[src/rtl/jk_pkg.sv]
// jk_pkg: shared definitions for the JK flip-flop bank.
//   mode_t     2-bit operating mode of jkff_bank
//   MODE_JK    raw per-bit JK register
//   MODE_UP    synchronous up counter
//   MODE_DOWN  synchronous down counter
//   MODE_SHIFT left shift register, serial-in on j[0]
package jk_pkg;

  typedef enum logic [1:0] {
    MODE_JK    = 2'b00,
    MODE_UP    = 2'b01,
    MODE_DOWN  = 2'b10,
    MODE_SHIFT = 2'b11
  } mode_t;

endpackage : jk_pkg

[src/rtl/jk_cell.sv]
// jk_cell: single JK flip-flop with asynchronous active-low reset.
// Ports:
//   clk    rising-edge clock
//   reset  asynchronous, active-low reset; loads RST
//   j, k   JK drive: 00 hold, 10 set, 01 clear, 11 toggle
//   q      flip-flop output
//   qnot   always ~q, including while reset is asserted
module jk_cell #(
  parameter logic RST = 1'b0
) (
  input  logic clk,
  input  logic reset,
  input  logic j,
  input  logic k,
  output logic q,
  output logic qnot
);

  always_ff @(posedge clk or negedge reset) begin
    if (!reset) begin
      q <= RST;
    end else begin
      unique case ({j, k})
        2'b10:   q <= 1'b1;
        2'b01:   q <= 1'b0;
        2'b11:   q <= ~q;
        default: q <= q;
      endcase
    end
  end

  assign qnot = ~q;

endmodule : jk_cell

[src/rtl/jkff_bank.sv]
// jkff_bank: WIDTH JK flip-flops sharing clock, async active-low reset and
// a global enable. The mode select turns the bank into a raw JK register,
// an up counter, a down counter or a left shift register, purely by
// choosing the J/K drive of each identical cell.
// Ports:
//   clk    rising-edge clock
//   reset  asynchronous, active-low reset; q <= RESET_VAL
//   en     global enable; 0 holds every bit
//   mode   MODE_JK / MODE_UP / MODE_DOWN / MODE_SHIFT
//   j, k   per-bit J/K in JK mode; j[0] is serial-in in SHIFT mode
//   q      register state
//   qnot   ~q
//   tc     terminal count: all ones in UP, all zeros in DOWN (when enabled)
module jkff_bank
  import jk_pkg::*;
#(
  parameter int               WIDTH     = 4,
  parameter logic [WIDTH-1:0] RESET_VAL = {WIDTH{1'b0}}
) (
  input  logic             clk,
  input  logic             reset,
  input  logic             en,
  input  mode_t            mode,
  input  logic [WIDTH-1:0] j,
  input  logic [WIDTH-1:0] k,
  output logic [WIDTH-1:0] q,
  output logic [WIDTH-1:0] qnot,
  output logic             tc
);

  logic [WIDTH-1:0] up_t;
  logic [WIDTH-1:0] dn_t;
  logic [WIDTH-1:0] shift_d;
  logic [WIDTH-1:0] jd;
  logic [WIDTH-1:0] kd;

  // Toggle enables for the counters: bit i toggles when all lower bits are
  // ones (up) or all lower bits are zeros (down). Built with scalar running
  // terms so no vector feeds back on itself.
  always_comb begin
    logic up_c;
    logic dn_c;
    up_c = 1'b1;
    dn_c = 1'b1;
    up_t = '0;
    dn_t = '0;
    for (int i = 0; i < WIDTH; i++) begin
      up_t[i] = up_c;
      dn_t[i] = dn_c;
      up_c    = up_c & q[i];
      dn_c    = dn_c & ~q[i];
    end
  end

  assign shift_d = {q[WIDTH-2:0], j[0]};

  // J/K drive mux; J=K=0 holds, so a disabled bank simply drives zeros.
  always_comb begin
    jd = '0;
    kd = '0;
    if (en) begin
      unique case (mode)
        MODE_JK: begin
          jd = j;
          kd = k;
        end
        MODE_UP: begin
          jd = up_t;
          kd = up_t;
        end
        MODE_DOWN: begin
          jd = dn_t;
          kd = dn_t;
        end
        MODE_SHIFT: begin
          jd = shift_d;
          kd = ~shift_d;
        end
        default: begin
          jd = '0;
          kd = '0;
        end
      endcase
    end
  end

  for (genvar i = 0; i < WIDTH; i++) begin : g_cell
    jk_cell #(
      .RST (RESET_VAL[i])
    ) u_cell (
      .clk   (clk),
      .reset (reset),
      .j     (jd[i]),
      .k     (kd[i]),
      .q     (q[i]),
      .qnot  (qnot[i])
    );
  end

  // Gated with reset so tc reads 0 while reset is held, whatever RESET_VAL is.
  assign tc = reset & en &
              (((mode == MODE_UP)   &  (&q)) |
               ((mode == MODE_DOWN) & ~(|q)));

endmodule : jkff_bank

[config.mk]
export PLATFORM = sky130hd
export DESIGN_NAME = jkff_bank
export DESIGN_NICKNAME = d
export VERILOG_FILES = /design/src/rtl/jk_pkg.sv /design/src/rtl/jk_cell.sv /design/src/rtl/jkff_bank.sv
export SDC_FILE = /design/constraint.sdc
export NUM_CORES = 1
export LEC_CHECK = 0
export ABC_AREA = 1
export CORE_AREA = 2 2 39 41
export DETAILED_ROUTE_END_ITERATION = 8
export DIE_AREA = 0 0 41 43
export PLACE_DENSITY = 0.69
export SLEW_MARGIN = 0
export SYNTH_ARGS = -nofsm -noshare
export SYNTH_HDL_FRONTEND = slang
export SYNTH_SLANG_ARGS = --single-unit
[constraint.sdc]
create_clock -name clk -period 1.73 [get_ports clk]
set_input_delay 0.519 -clock clk [delete_from_list [all_inputs] [get_ports clk]]
set_output_delay 0.519 -clock clk [all_outputs]
set_load 0.02 [all_outputs]
### Word-level counts from Yosys, hierarchy flattened

Index checks and enable logic that the tools add are counted.

* register bits: 4
* bits of input ports: 13
* output and inout bits: 9
* word-level logic and storage cells: 49

* equal/unequal tests: 15
* multiplexer cells: 8
* bitwise logic cells: 15
* reduce and logical (&&, ||, !) cells: 7

Operators with widths (count)
* case mux 4 bit (4 select lines): 2
* == test 2 bit (second input constant): 10
* case mux 1 bit (3 select lines): 4
* nonzero test 3 bit: 4
* == test 2 x 1 -> 1 bit (second input constant): 5
* AND 1 bit: 8
* two-way mux 4 bit: 2
* inverter 1 bit: 5
* inverter 4 bit: 1
* AND reduction 4 bit: 1
* OR reduction 4 bit: 1
* zero test 2 bit: 1
* bitwise OR 1 bit: 1

### Longest topological paths before layout

* depth in word-level cells: 7
* depth in mapped cells: 7
* depth with buffers taken out: 7

### Modules after synthesis

Synthesis repeated with hierarchy kept, for this count alone.

* cell total of the unflattened synthesis: 83
* area total of the unflattened synthesis: 451.7 µm²

Modules (own cells, without submodules)
* jkff_bank: instances 1, cells each 59, area an instance 256.5 µm², sequential area each 0.0 µm²
* jk_cell: instances 4, cells each 6, area an instance 48.8 µm², sequential area each 25.0 µm²

### Worst setup path after synthesis

Ideal clock, no wire load.

* path kind: input-to-output
* from: input mode[1]
* to: output tc
* arrival: 1.143 ns
* required time: 1.211 ns
* setup slack: 0.068 ns
* stages: 5
* buffers on the path: 0
* cells stage by stage: inv_1 nor2_2 nand3_1 nand2_1 nor3b_2

* longest elaborated chain between the ends: 4
* elaborated cells on any way between the ends: 6
* classes of those cells: eq/ne: 2; bitwise: 4

Ends and longest elaborated chain
* from (decl): line jkff_bank.sv:23 `input mode_t mode,`
* == test 2 x 1 -> 1 bit / == test 2 bit (equally long branches): line jkff_bank.sv:102, jkff_bank.sv:103
* AND 1 bit, on equally long branches: line jkff_bank.sv:102, jkff_bank.sv:103
* bitwise OR 1 bit *: line jkff_bank.sv:102 `(((mode == MODE_UP) & (&q)) |`
* AND 1 bit *: line jkff_bank.sv:101 `assign tc = reset & en &`
* to (decl): line jkff_bank.sv:28 `output logic tc`

Mark *: on every way between the ends. The rest lies on a longest branch, timed or not.

### Final worst setup path

Ends and elaborated chain as after synthesis.

==> impl_metrics.toml <==
[sta]
grt_setup_unrepaired = "true"
finalSetupViolCount = 1
relSlewSlack_pct = 83.9
slew_violations = 0
fmax_ghz = 0.573
worst_slew_pin_slew_ns = 0.241
fin_crit_ns = 1.75
hold_violations = 0
period_share_pct = 101
fin_skew_ns = 0.00126
fin_ws_ns = -0.0158

[grt]
grt_pass1_wl_mm = 1.95
track_usage_pct = 17.0
antenna_found_initial = 0
grt_pass1_vias = 502
grt_max_degree = 9
grt_remaining_overflow = 0

[critical_path]
r2r_slack_ns = 0.57
cp.required_ns = 1.21
worstPathArrival_ns = 1.23
path_max_fanout = 3
r2r-end = "g_cell[1].u_cell.q$_DFFE_PN0P_"
r2r-start = "g_cell[0].u_cell.q$_DFFE_PN0P_"
crit_start = "mode[1]"
critical_path_class = "in -> out"
worstSetupStartpointType = "input port"
worst_r2r_path_depth = 7
cp-end-kind = "primary output"

[synthesis]
synth_top_area_cell = "dfrtp_1"
syn_inst = 78
synthTopCellsByArea = "dfrtp_1 (22%), nand2_1 (22%), buf_4 (13%)"
synthDominantCellAreaShare_pct = 22.2
ys.warnings.count = 0
ys_types = 15
netlist_area_um2 = 452
syn_area_per_cell_um2 = 5.79
ys_ff_latch = 4
seq_area_frac_synth_pct = 22.2
synth_fp_nets = 91

[placement]
placed_area_um2 = 727
gp_congestion = 0.842
io_buffers = 21
pre_cts_slack_ns = -0.923
dp_hpwl_um = 966

[detailed_routing]
dr.first_iter.drc_count = 18
drt-total-wl_mm = 1.19
drc_errors = 0
ant_nets = 0
first_pass_iters = 6
wl_per_cell_um = 9.60
viasPerCell = 4.61
vias = 572

[final_layout]
largest_reg_flops = 4
nNetsFinal = 123
antenna_cells = 0
regMostFlops = "g_cell.u_cell.q"
stdcell_area_um2 = 747
reg.largest.list = "g_cell.u_cell.q x4"
drive_gt1_share_pct = 26.9
synthToLayoutAreaGrowth_pct = 65.4

[clocking]
clock_latency_ns = 0.24
cts_tree = "done"
cts_buffers = 3
post_cts_buffers = 0
cts_buffer_depth = 2
cts_root_buf = "clkbuf_4"
htreeDepth = 1
clk_pin_slew_ns = 0.04
cts.sinks = 4

[power]
p_total_mw = 0.850
ir_drop_mv = 0.545
powerDensity_mw_per_mm2 = 1140
power.static_leakage_nw = 0.387

[run_status]
violations = "setup timing"
status = "finished, violations left"

[die]
start_util_pct = 32.6
std_cell_rows = 14
boundaryPins = 22
fp.dieW_um = 41
coreArea_mm2 = 0.00138
die_area_mm2 = 0.00176
die_h_um = 43

[run]
drv_cap = 0

[worst_hold_path]
hp-class = "in -> async"
## cell families after synthesis
group / after synthesis / share of synthesized area (%)
and+or+nand+nor: 52 / 49.6
buffers and inverters: 16 / 19.9
AOI/OAI and AO/OA: 6 / 8.31
DFF: 4 / 22.2
## worst max-delay path: stages
cell and delay [ns]:
buf_4 0.10, inv_2 0.05, nor2_4 0.11, nand3_2 0.09
nand2_1 0.05, nor3b_2 0.14, buf_4 0.16
## layout make-up
type	instances	area, µm²
Inverter	8	30.0
Tap cell	16	20.0
Fill cell	140	637
Clock buffer	3	22.5
Sequential cell	4	100
Multi-Input combinational cell	58	279
Timing Repair Buffer	35	295
## through the flow
stage                     util (%)  cells  hold slack [ns]  setup TNS, ns
after floorplan                  -     78            0.223              0
after global placement        52.5    121            0.555          -1.16
after detailed placement      52.5    121            0.569          -1.18
after CTS                     53.3    124            0.307         -0.129
after global routing          54.0    124            0.315        -0.0677
final                         54.0    124            0.309        -0.0158
## cell usage in the layout (no fill, tap or decap)
cell / instances
nand3_2: 1
nor3_1: 2
clkdlybuf4s50_1: 8
nand2_2: 1
dlygate4sd2_1: 8
inv_2: 2
nand2_1: 26
clkdlybuf4s15_1: 2
a21oi_1: 2
buf_4: 16
nor2_2: 3
o21ai_0: 1
o211ai_1: 3
inv_1: 6
clkbuf_4: 3
nor2_1: 11
dfrtp_1: 4
nand4_1: 3
buf_2: 1
nor2_4: 1
nor3b_2: 1
nand3_1: 3
## repair_timing
action	in CTS	in global routing
hold buffers	0	0
gates resized for setup	21	11
pin swaps	2	3
endpoints found under the setup margin	9	3
## worst max path at each step
stage,to,slack (ns),cells after the start
after global placement,tc,-0.91,6
final,tc,-0.02,7
after floorplan,tc,0.07,5
after global routing,tc,-0.06,5
after CTS,tc,-0.13,7
after detailed placement,tc,-0.92,7
## Yosys cell counts
cell type  count
nor2_2         1
o211ai_1       3
o21ai_0        1
nand2_2        1
inv_1          7
a21oi_1        2
inv_2          1
nand3_1        4
nand4_1        3
dfrtp_1        4
nor3_1         2
nand2_1       26
nor2_1        14
buf_4          8
nor3b_2        1
## routing by layer
layer  share of wire, %  routed length [µm]  up-vias  global-route usage (%)
met5                  0                   0        -                       0
met4                2.6                  31        0                    12.0
met3                4.4                  52        4                    4.71
met2                 47                 564       18                    23.1
met1                 46                 542      247                    22.0
li1                   -                   -      303                       -
## power breakdown
group	switching [mW]	internal (mW)	total, mW
combinational	0.307	0.264	0.571
sequential	0.0281	0.133	0.161
clock	0.0400	0.0777	0.118
total	0.375	0.475	0.850
(Power assumes the default switching activity.)
